==> config.mk <==
export PLATFORM = sky130hd
export DESIGN_NAME = coeff_readback_axi
export DESIGN_NICKNAME = d
export VERILOG_FILES = /design/src/rtl/coeff_readback_axi.sv
export SDC_FILE = /design/constraint.sdc
export NUM_CORES = 1
export LEC_CHECK = 0
export BUFFER_PORTS_ARGS = -buffer_cell sky130_fd_sc_hd__buf_2
export CORE_AREA = 2 2 184 186
export CTS_BUF_LIST = sky130_fd_sc_hd__clkbuf_8
export DETAILED_ROUTE_END_ITERATION = 8
export DIE_AREA = 0 0 186 188
export MAX_ROUTING_LAYER = met4
export SLEW_MARGIN = 40
export SYNTH_ARGS = -nofsm -noshare
export SYNTH_HDL_FRONTEND = slang
export SYNTH_SLANG_ARGS = --single-unit
==> constraint.sdc <==
create_clock -name clk -period 1.9 [get_ports clk]
set_input_delay 0.38 -clock clk [delete_from_list [all_inputs] [get_ports clk]]
set_output_delay 0.38 -clock clk [all_outputs]
set_load 0.02 [all_outputs]
==> src/rtl/coeff_readback_axi.sv <==
// AXI4-Lite read-only responder exposing the live 5x5 FIR coefficient set,
// a fixed kernel-ID word and a counter of completed read responses.
module coeff_readback_axi #(
    parameter int unsigned ADDR_BITS = 8,
    parameter logic [31:0] KERNEL_ID = 32'h0000_0505
) (
    input  logic               clk,
    input  logic               rst,
    input  logic [31:0]        s_axi_araddr,
    input  logic               s_axi_arvalid,
    output logic               s_axi_arready,
    output logic [31:0]        s_axi_rdata,
    output logic [1:0]         s_axi_rresp,
    output logic               s_axi_rvalid,
    input  logic               s_axi_rready,
    input  logic signed [15:0] coeff00,
    input  logic signed [15:0] coeff01,
    input  logic signed [15:0] coeff02,
    input  logic signed [15:0] coeff03,
    input  logic signed [15:0] coeff04,
    input  logic signed [15:0] coeff10,
    input  logic signed [15:0] coeff11,
    input  logic signed [15:0] coeff12,
    input  logic signed [15:0] coeff13,
    input  logic signed [15:0] coeff14,
    input  logic signed [15:0] coeff20,
    input  logic signed [15:0] coeff21,
    input  logic signed [15:0] coeff22,
    input  logic signed [15:0] coeff23,
    input  logic signed [15:0] coeff24,
    input  logic signed [15:0] coeff30,
    input  logic signed [15:0] coeff31,
    input  logic signed [15:0] coeff32,
    input  logic signed [15:0] coeff33,
    input  logic signed [15:0] coeff34,
    input  logic signed [15:0] coeff40,
    input  logic signed [15:0] coeff41,
    input  logic signed [15:0] coeff42,
    input  logic signed [15:0] coeff43,
    input  logic signed [15:0] coeff44
);

    localparam int unsigned WORD_W    = ADDR_BITS - 2;
    localparam int unsigned NCOEF     = 25;
    localparam int unsigned W_ID      = 25;
    localparam int unsigned W_COUNT   = 26;
    localparam logic [1:0]  RESP_OKAY = 2'b00;
    localparam logic [1:0]  RESP_SERR = 2'b10;

    localparam logic [1:0] ST_INIT = 2'd0;
    localparam logic [1:0] ST_IDLE = 2'd1;
    localparam logic [1:0] ST_RESP = 2'd2;

    logic [1:0]        state_q, state_d;
    logic              arready_q, arready_d;
    logic              rvalid_q, rvalid_d;
    logic [31:0]       rdata_q, rdata_d;
    logic [1:0]        rresp_q, rresp_d;
    logic [31:0]       rd_count_q;
    logic              r_hs_c;
    logic [WORD_W-1:0] word_c;
    logic [31:0]       dec_data_c;
    logic [1:0]        dec_resp_c;
    logic signed [15:0] coeff_a [NCOEF];
    logic              unused_addr;

    // Row-major flattening: word index k maps to row k/5, column k%5
    assign coeff_a = '{coeff00, coeff01, coeff02, coeff03, coeff04,
                       coeff10, coeff11, coeff12, coeff13, coeff14,
                       coeff20, coeff21, coeff22, coeff23, coeff24,
                       coeff30, coeff31, coeff32, coeff33, coeff34,
                       coeff40, coeff41, coeff42, coeff43, coeff44};

    assign word_c      = s_axi_araddr[ADDR_BITS-1:2];
    assign unused_addr = ^{s_axi_araddr[31:ADDR_BITS], s_axi_araddr[1:0]};
    assign r_hs_c      = rvalid_q & s_axi_rready;

    // Address decode; upper address bits are ignored so the map aliases
    always_comb begin
        dec_data_c = 32'h0;
        dec_resp_c = RESP_SERR;
        if (word_c == WORD_W'(W_ID)) begin
            dec_data_c = KERNEL_ID;
            dec_resp_c = RESP_OKAY;
        end else if (word_c == WORD_W'(W_COUNT)) begin
            dec_data_c = rd_count_q;
            dec_resp_c = RESP_OKAY;
        end
        for (int k = 0; k < NCOEF; k++) begin
            if (word_c == WORD_W'(k)) begin
                dec_data_c = 32'(coeff_a[k]);
                dec_resp_c = RESP_OKAY;
            end
        end
    end

    always_ff @(posedge clk or negedge rst) begin
        if (!rst) begin
            state_q   <= ST_INIT;
            arready_q <= 1'b0;
            rvalid_q  <= 1'b0;
            rdata_q   <= 32'h0;
            rresp_q   <= RESP_OKAY;
        end else begin
            state_q   <= state_d;
            arready_q <= arready_d;
            rvalid_q  <= rvalid_d;
            rdata_q   <= rdata_d;
            rresp_q   <= rresp_d;
        end
    end

    // Next state plus the registered handshake outputs for that state
    always_comb begin
        state_d   = state_q;
        arready_d = 1'b0;
        rvalid_d  = 1'b0;
        rdata_d   = rdata_q;
        rresp_d   = rresp_q;
        case (state_q)
            ST_INIT: begin
                state_d   = ST_IDLE;
                arready_d = 1'b1;
            end
            ST_IDLE: begin
                if (s_axi_arvalid) begin
                    state_d  = ST_RESP;
                    rvalid_d = 1'b1;
                    rdata_d  = dec_data_c;
                    rresp_d  = dec_resp_c;
                end else begin
                    arready_d = 1'b1;
                end
            end
            ST_RESP: begin
                if (s_axi_rready) begin
                    state_d   = ST_IDLE;
                    arready_d = 1'b1;
                end else begin
                    rvalid_d = 1'b1;
                end
            end
            default: begin
                state_d = ST_INIT;
            end
        endcase
    end

    always_ff @(posedge clk or negedge rst) begin
        if (!rst) begin
            rd_count_q <= 32'h0;
        end else if (r_hs_c) begin
            rd_count_q <= rd_count_q + 32'd1;
        end
    end

    assign s_axi_arready = arready_q;
    assign s_axi_rvalid  = rvalid_q;
    assign s_axi_rdata   = rdata_q;
    assign s_axi_rresp   = rresp_q;

endmodule

# Word-level counts from Yosys, hierarchy flattened
# Cells that the tools add are included.
classes:
  n_addsub: 1
  mul: 0
  div_mod_pow: 0
  order_cmp: 0
  eq_ne: 30
  shift: 0
  n_mux: 63
  n_bitwise: 1
  reduce_logical: 4
op_table:
  columns: ["cell", "count"]
  rows:
  - ["$mux 32", 27]
  - ["$eq 6x5->1 const B", 11]
  - ["$mux 2", 29]
  - ["$eq 6x4->1 const B", 8]
  - ["$add 32x1->32 const B", 1]
  - ["$eq 6x3->1 const B", 4]
  - ["$eq 6x2->1 const B", 2]
  - ["$eq 6x1->1 const B", 1]
  - ["$logic_not 6->1", 1]
  - ["$pmux 2 s3", 1]
  - ["$mux 1", 4]
  - ["$ne 2x2->1 const B", 2]
  - ["$reduce_and 2->1", 2]
  - ["$pmux 1 s3", 1]
  - ["$eq 2x1->1 const B", 1]
  - ["$eq 2x2->1 const B", 1]
  - ["$logic_not 2->1", 1]
  - ["$pmux 1 s2", 1]
  - ["$and 1x1->1", 1]
word_totals:
  reg_bits: 70
  latchBits: 0
  ramBits: 0
  romBits: 0
  in_bits: 436
  out_inout_bits: 36
  elab_cells: 105
  mem_count: 0

# Depth between registers and ports, before layout
# Gate-level depths: netlist of run 1.
logic_depth:
  ltp_word: 28
  mapped_depth: 11
  mapped_depth_nobuf: 8

# Least setup slack after synthesis of run 1
# No wires, ideal clock.
synth_timing:
  path_kind: "register to register"
  from: "reg state_q[1]"
  to: "reg rdata_q[21], in the netlist s_axi_rdata[21]"
  setup_ns: 0.121
  arrival_ns: 1.975
  required_time_ns: 1.779
  setup_slack_ns: -0.197
  path_stages_with_launch: 10
  n_path_buf: 2
  synth_period_minus_slack_ns: 2.097
  path_cell_list: "dfrtp_1 inv_1 ha_1 and2_1 clkbuf_1 o21ai_0 a221o_1 nor4_4 buf_6 a21oi_1"
synth_between:
  elab_chain_len: 2
synth_lines:
  columns: ["element", "line_no", "rtl"]
  rows:
  - ["from (decl)", "54", "logic [1:0] state_q, state_d;"]
  - ["from (signal assigned)", "105", "state_q <= state_d;"]
  - ["$eq 2x1->1", "120", "case (state_q)"]
  - ["$reduce_and 2->1 (no source line)", null, null]
  - ["to (signal assigned)", "108", "rdata_q <= rdata_d;"]
  - ["to (decl)", "57", "logic [31:0] rdata_q, rdata_d;"]
# No other way between the ends.
# A chain may end at the register's enable or synchronous reset.

# Worst setup path after layout of run 1
layout_timing:
  from: "in s_axi_araddr[6]"
  to: "reg rdata_q[13], in the netlist s_axi_rdata[13]"
layout_between:
  elab_chain_len: 28
  elab_cells_between_ends: 54
  classes_between: "26 x eq/ne; 27 x mux; 1 x reduce/logical"
layout_lines:
  columns: ["element", "line_no", "rtl"]
  rows:
  - ["from (decl)", "9", "input logic [31:0] s_axi_araddr,"]
  - ["$eq 6x5->1", "85", "end else if (word_c == WORD_W'(W_COUNT)) begin"]
  - ["$mux 32", "85", null]
  - ["$mux 32", "82", "if (word_c == WORD_W'(W_ID)) begin"]
  - ["$mux 32 (24 in a row)", "90", "if (word_c == WORD_W'(k)) begin"]
  - ["$mux 32 *", "90", null]
# Every way passes the cells marked *; elsewhere a longest branch is shown, timed or not.

==> results.yml, run 1 <==
run_status:
  status: "complete, but fails checks"
  violations: "negative setup slack"
placed_design:
  io_buffers: 444
  placed_area_sq_um: 11800
  dpl.hpwl_um: 47800
  dp_cells: 2013
  place_congestion: 0.992
hold_path:
  hp-start: "coeff44[8]"
  whs_path_depth: 3
  whs_endpoint: "s_axi_rdata[8]"
  hp-class: "input port to flip-flop"
worst_setup_path:
  reg2reg_from: "state_q[1]"
  worstSetupPathType: "input port to flip-flop"
  worstPathArrival_ns: 2.35
  path_buf_inv: 4
  cp_slowest_cell: "nor4b_4"
  required_ns: 2.17
  cp-end-kind: "flip-flop"
  r2r_end: "s_axi_rdata[2]"
  critPathLaunchType: "input port"
  rrSetupSlack_ns: 0
  critical_path.top_delay_family: "compound AO/OA/AOI/OAI gates"
  max_stage_delay_ns: 0.54
  worst-r2r-cell-count: 8
  cp_max_fo: 7
  path_cells: "buf_12, buf_8, buf_6, nor4b_4, buf_4, nand2_8, o211a_1, a21oi_2, o31a_1, o211ai_1"
timing:
  rsz0062_at_grt: "true"
  hold_viol: 0
  slew_viol_final: 0
  timing.final.ws_setup_ns: -0.177
  period_share_pct: 109
  clock_skew_ns: 0.0219
  slew_headroom_pct: 56.8
  setup_violations: 32
  setup_tns_ns: -3.13
  finalCriticalPeriod_ns: 2.08
  max_slew.worst_pin.slew_ns: 0.645
  max_freq_ghz: 0.481
synth:
  synth_top_area_share_pct: 23.9
  netlist_top_cells_area: "dfrtp_1 24%, a21oi_1 5.9%, a221oi_1 4.6%"
  synth_flop_cell: "dfrtp_1"
  synth_cell_types: 82
  yosys.area.top_type: "dfrtp_1"
  synth.cell_area_sq_um: 7220
  ys_seq_elements: 69
  yosysWarnings: 0
  syn_nets: 1384
  syn_avg_cell_area_sq_um: 7.66
  postSynth.asyncResetShare_pct: 100
  yosysSeqAreaShare_pct: 23.9
  synthCells: 942
  synth_edf_count: 0
floorplanning:
  start_util_pct: 21.8
  io_pins: 472
  std_cell_rows: 67
  dieArea_sq_um: 35000
  core_area_sq_um: 33100
  die_w_um: 186
  die_y_um: 188
routing:
  wl_um: 57000
  drtPass1Iterations: 6
  drc_errors: 0
  routed_via_density: 5.43
  num_vias: 11300
  wirelength_met1_um: 23800
  antenna_left: 0
  wl_met2_um: 27000
  wl_met3_um: 4040
  top_layer_used: "met4"
  wl_per_cell_um: 27.4
  drtIter0Drc: 941
clocking:
  cts_root_buf: "clkbuf_8"
  htree_num_levels: 3
  clock_sinks: 69
  numCtsBuffers: 9
  path_clk_slew_ns: 0.10
  clk_latency_ns: 0.39
  cts_tree: "yes"
  clk_path_buf_depth: 2
cells_and_area:
  nNetsFinal: 2064
  regArea_sq_um: 1730
  fin_cells: 2080
  final_area_sq_um: 13600
  syn2layout_area_growth_pct: 88.5
  multi_input_area_sq_um: 5990
  mostFrequentLayoutCells: "437 x buf_2, 243 x buf_4, 80 x nand2_1"
  layout_commonest_cell: "buf_2"
  fillers: 3501
  layout-drive-gt1-share_pct: 57.3
pwr:
  p_leak_nw: 6.29
  peakVddDrop_v: 0.000416
  power_density_nw_per_um2: 569
global_route:
  grt_first_pass_wirelength_um: 78600
  track_usage_pct: 32.5
  antenna_found_initial: 6
  grt_max_degree: 47
  grt_pass1_vias: 11300
  globalRouteOverflowTotal: 0
flow_run:
  drv_cap: 0
-- worst reg2reg max path: cells and delay by family, from the launching register on --
family	cells	cell delay, ns
buf+inv	2	0.25
flops	1	0.39
simple gates	1	0.11
compound gates	4	0.86
fa+ha+maj	1	0.17
-- metal layers --
layer  vias up  global-route usage [%]
li1       5043                       -
met5         -                       -
met3       109                    3.52
met1      5493                    41.6
met2       644                    53.6
met4         0                    10.1
-- report_power, final --
part           internal (mW)  switching (mW)  leakage (nW)
sequential              1.89           0.303         0.883
clock                  0.743           0.689         0.106
combinational           1.78            2.33          5.30
total                   4.41            3.32          6.29
-- sequential cells by signal (all words and copies together), names as in the netlist --
signal / count
s_axi_arready: 1
s_axi_rdata: 32
rd_count_q: 32
state_q: 2
s_axi_rvalid: 1
s_axi_rresp: 1
-- logic make-up after synthesis --
group	count (synthesis)	synth area share (%)
AOI/OAI and AO/OA	362	34.5
buffers and inverters	89	6.40
xor gates and xnor gates	32	3.88
and+or+nand+nor	359	26.0
muxes	23	4.02
other	1	0.0520
DFF	69	23.9
adders and majority gates	7	1.18
-- final cells by class --
cell class | count | area share, %
Inverter | 9 | 0.248
Clock buffer | 9 | 0.911
Antenna cell | 5 | 0.0920
Tap cell | 448 | 4.12
Timing Repair Buffer | 749 | 37.1
Clock inverter | 7 | 0.718
Multi-Input combinational cell | 784 | 44.0
Sequential cell | 69 | 12.7
-- Yosys cell counts, types with 9 or more instances --
| cell type | count |
|---|---|
| o21ai_0 | 54 |
| xnor2_1 | 23 |
| a2111oi_0 | 10 |
| a21oi_1 | 85 |
| inv_1 | 9 |
| a211oi_1 | 13 |
| nor3_1 | 29 |
| nand2b_1 | 11 |
| nor2b_1 | 9 |
| buf_2 | 39 |
| xor2_1 | 9 |
| o211ai_1 | 12 |
| and3_1 | 33 |
| buf_4 | 11 |
| nand3_1 | 34 |
| a221oi_1 | 38 |
| nor2_1 | 87 |
| clkbuf_1 | 25 |
| dfrtp_1 | 69 |
| a22oi_1 | 31 |
| o22ai_1 | 25 |
| a221o_1 | 10 |
| nand4_1 | 15 |
| nand2_1 | 88 |
| a31oi_1 | 11 |
| mux2i_1 | 11 |
-- worst max path at each step --
stage,start,to,slack [ns],cells past startpoint
2_1_floorplan,s_axi_araddr[2],s_axi_rdata[21],-0.14,9
3_3_place_gp,s_axi_araddr[6],s_axi_rdata[9],-0.98,11
3_5_place_dp,s_axi_araddr[6],s_axi_rdata[9],-1.03,11
4_1_cts,s_axi_araddr[6],s_axi_rdata[11],-0.19,12
5_1_grt,s_axi_araddr[7],s_axi_rdata[2],-0.26,11
6_report,s_axi_araddr[6],s_axi_rdata[13],-0.18,10
-- per-stage QoR --
step	total power [mW]	worst slack [ns]	utilization, %	hold WS [ns]
after floorplan	3.87	-0.138	-	0.0844
after global placement	5.81	-0.985	35.6	0.385
after detailed placement	5.84	-1.03	35.6	0.380
after CTS	7.50	-0.194	39.0	0.223
after global routing	8.14	-0.262	41.1	0.270
final	7.74	-0.177	41.1	0.249
-- timing repair --
| item | CTS | global route |
|---|---|---|
| hold buffers | 1 | 0 |
| endpoints found under the hold margin | 28 | 0 |
| buffers inserted | 25 | 20 |
| cloned | 1 | 2 |
| endpoints found under the setup margin | 36 | 41 |
| gates resized for setup | 135 | 108 |
| pin swaps | 44 | 64 |
Note: power is estimated with default switching activity, not from simulation.
==> run 2: changes to the inputs <==
- CTS_BUF_LIST: sky130_fd_sc_hd__clkbuf_8 -> sky130_fd_sc_hd__clkbuf_16
==> run 2 against run 1 <==
Compared with the run above: the run ends with negative hold slack, negative setup slack left; non-clock buffer count rose by 9; clock power is 33% higher; sequential share of layout area decreased by 0.37 points; flip-flop and latch count unchanged; global-route usage rose by 0.33 points; hold slack lost 0.25 ns; core utilization up 1.2 points; via count up 1.2%; critical path depth rose by 1; largest cell class unchanged; largest power group unchanged; highest routed layer unchanged.
==> results.yml, run 2 (same netlist as run 1, synthesis figures left out) <==
worst_setup_path:
  worstPathArrival_ns: 2.34
  cp_max_fo: 8
  required_ns: 2.14
  worstSetupPathType: "input port to flip-flop"
  critPathLaunchType: "input port"
  worst-r2r-cell-count: 9
  cp-end-kind: "flip-flop"
cells_and_area:
  nNetsFinal: 2073
  mostFrequentLayoutCells: "437 x buf_2, 239 x buf_4, 79 x nand2_1"
  syn2layout_area_growth_pct: 94.2
  fillers: 3458
  layout_commonest_cell: "buf_2"
  fin_cells: 2091
  layout-drive-gt1-share_pct: 58.8
clocking:
  htree_num_levels: 3
  cts_root_buf: "clkbuf_16"
  numCtsBuffers: 9
  cts_tree: "yes"
  path_clk_slew_ns: 0.07
  clock_sinks: 69
  clk_path_buf_depth: 2
  clk_latency_ns: 0.35
  cts_hold_buf: 0
global_route:
  globalRouteOverflowTotal: 0
  antenna_found_initial: 8
  grt_pass1_vias: 11600
  grt_max_degree: 47
  track_usage_pct: 32.9
  grt_first_pass_wirelength_um: 79400
timing:
  slew_viol_final: 0
  whs_ns: -0.00514
  slew_headroom_pct: 64.4
  max_slew.worst_pin.slew_ns: 0.532
  max_freq_ghz: 0.476
  hold_viol: 1
  rsz0062_at_grt: "true"
  period_share_pct: 111
  timing.final.ws_setup_ns: -0.200
  setup_violations: 32
  clock_skew_ns: 0.0134
  finalCriticalPeriod_ns: 2.10
floorplanning:
  start_util_pct: 21.8
  die_w_um: 186
  dieArea_sq_um: 35000
  io_pins: 472
  std_cell_rows: 67
  die_y_um: 188
  core_area_sq_um: 33100
placed_design:
  place_congestion: 0.992
  io_buffers: 444
  dp_cells: 2013
  dpl.hpwl_um: 47800
pwr:
  peakVddDrop_v: 0.000477
  p_leak_nw: 6.45
  power_density_nw_per_um2: 584
run_status:
  status: "complete, but fails checks"
  violations: "negative hold slack, negative setup slack"
routing:
  wl_um: 57500
  drtIter0Drc: 926
  drc_errors: 0
  antenna_left: 0
  routed_via_density: 5.47
  wl_per_cell_um: 27.5
  drtPass1Iterations: 6
  num_vias: 11400
hold_path:
  hp-class: "input port to async pin"
flow_run:
  drv_cap: 0
[run 2: critical path, stage by stage]
cell and delay (ns):
buf_12 0.12, buf_12 0.13, buf_6 0.11, nor4b_4 0.52, buf_4 0.23, nand2_2 0.08
buf_4 0.15, o32ai_4 0.13, nor4_2 0.09, a211oi_4 0.28, o31ai_1 0.09
[run 2: power breakdown]
group / leakage (nW) / internal, mW / switching, mW / total (mW)
Combinational: 5.41 / 1.75 / 2.34 / 4.10
Clock: 0.152 / 1.15 / 0.741 / 1.90
Sequential: 0.883 / 1.89 / 0.301 / 2.19
Total: 6.45 / 4.80 / 3.39 / 8.19
[run 2: per-stage QoR]
step	setup WS (ns)	TNS (ns)	power (mW)	instance area, sq um	util, %
floorplan	-0.138	-2.13	3.87	7310	-
global placement	-0.985	-27.99	5.81	11800	35.6
detailed placement	-1.03	-23.37	5.84	11800	35.6
CTS	-0.230	-3.09	8.06	13600	41.2
global route	-0.254	-6.42	8.58	14000	42.3
finish	-0.200	-4.32	8.19	14000	42.3
[run 2: timing repair]
action,4_1_cts,5_1_grt
resized for setup,210,71
buffers inserted,45,10
cloned,3,0
pin swaps,70,53
setup endpoints to repair,35,41
[run 2: cell type report]
cell class                 count  area [sq um]  share of cell area (%)
antenna                        7          17.5                   0.125
timing repair buffer         758          5230                    37.3
sequential                    69          1730                    12.4
multi-input combinational    784          6120                    43.7
clock inverter                 7          97.6                   0.696
clock buffer                   9           225                    1.61
tap                          448           561                    4.00
inverter                       9          33.8                   0.241
[run 2: final timing paths]
check,startpoint,endpoint,slack [ns]
hold / removal,rst,s_axi_arready,-0.005
setup reg to reg,state_q[1],s_axi_rdata[4],-0.10
max in group asynchronous,rst,s_axi_rdata[17],1.26
setup / recovery,s_axi_araddr[7],s_axi_rdata[9],-0.20
min in group clk,coeff44[8],s_axi_rdata[8],0.29
hold reg to reg,rd_count_q[31],rd_count_q[31],0.47
[run 2: routing by layer]
metal  track usage [%]  routed length [um]  up-vias
li1                  -                   -     5066
met3              3.98                4130      102
met4              10.8                1930        0
met5                 -                   0        -
met1              41.5               24000     5603
met2              54.3               27500      657
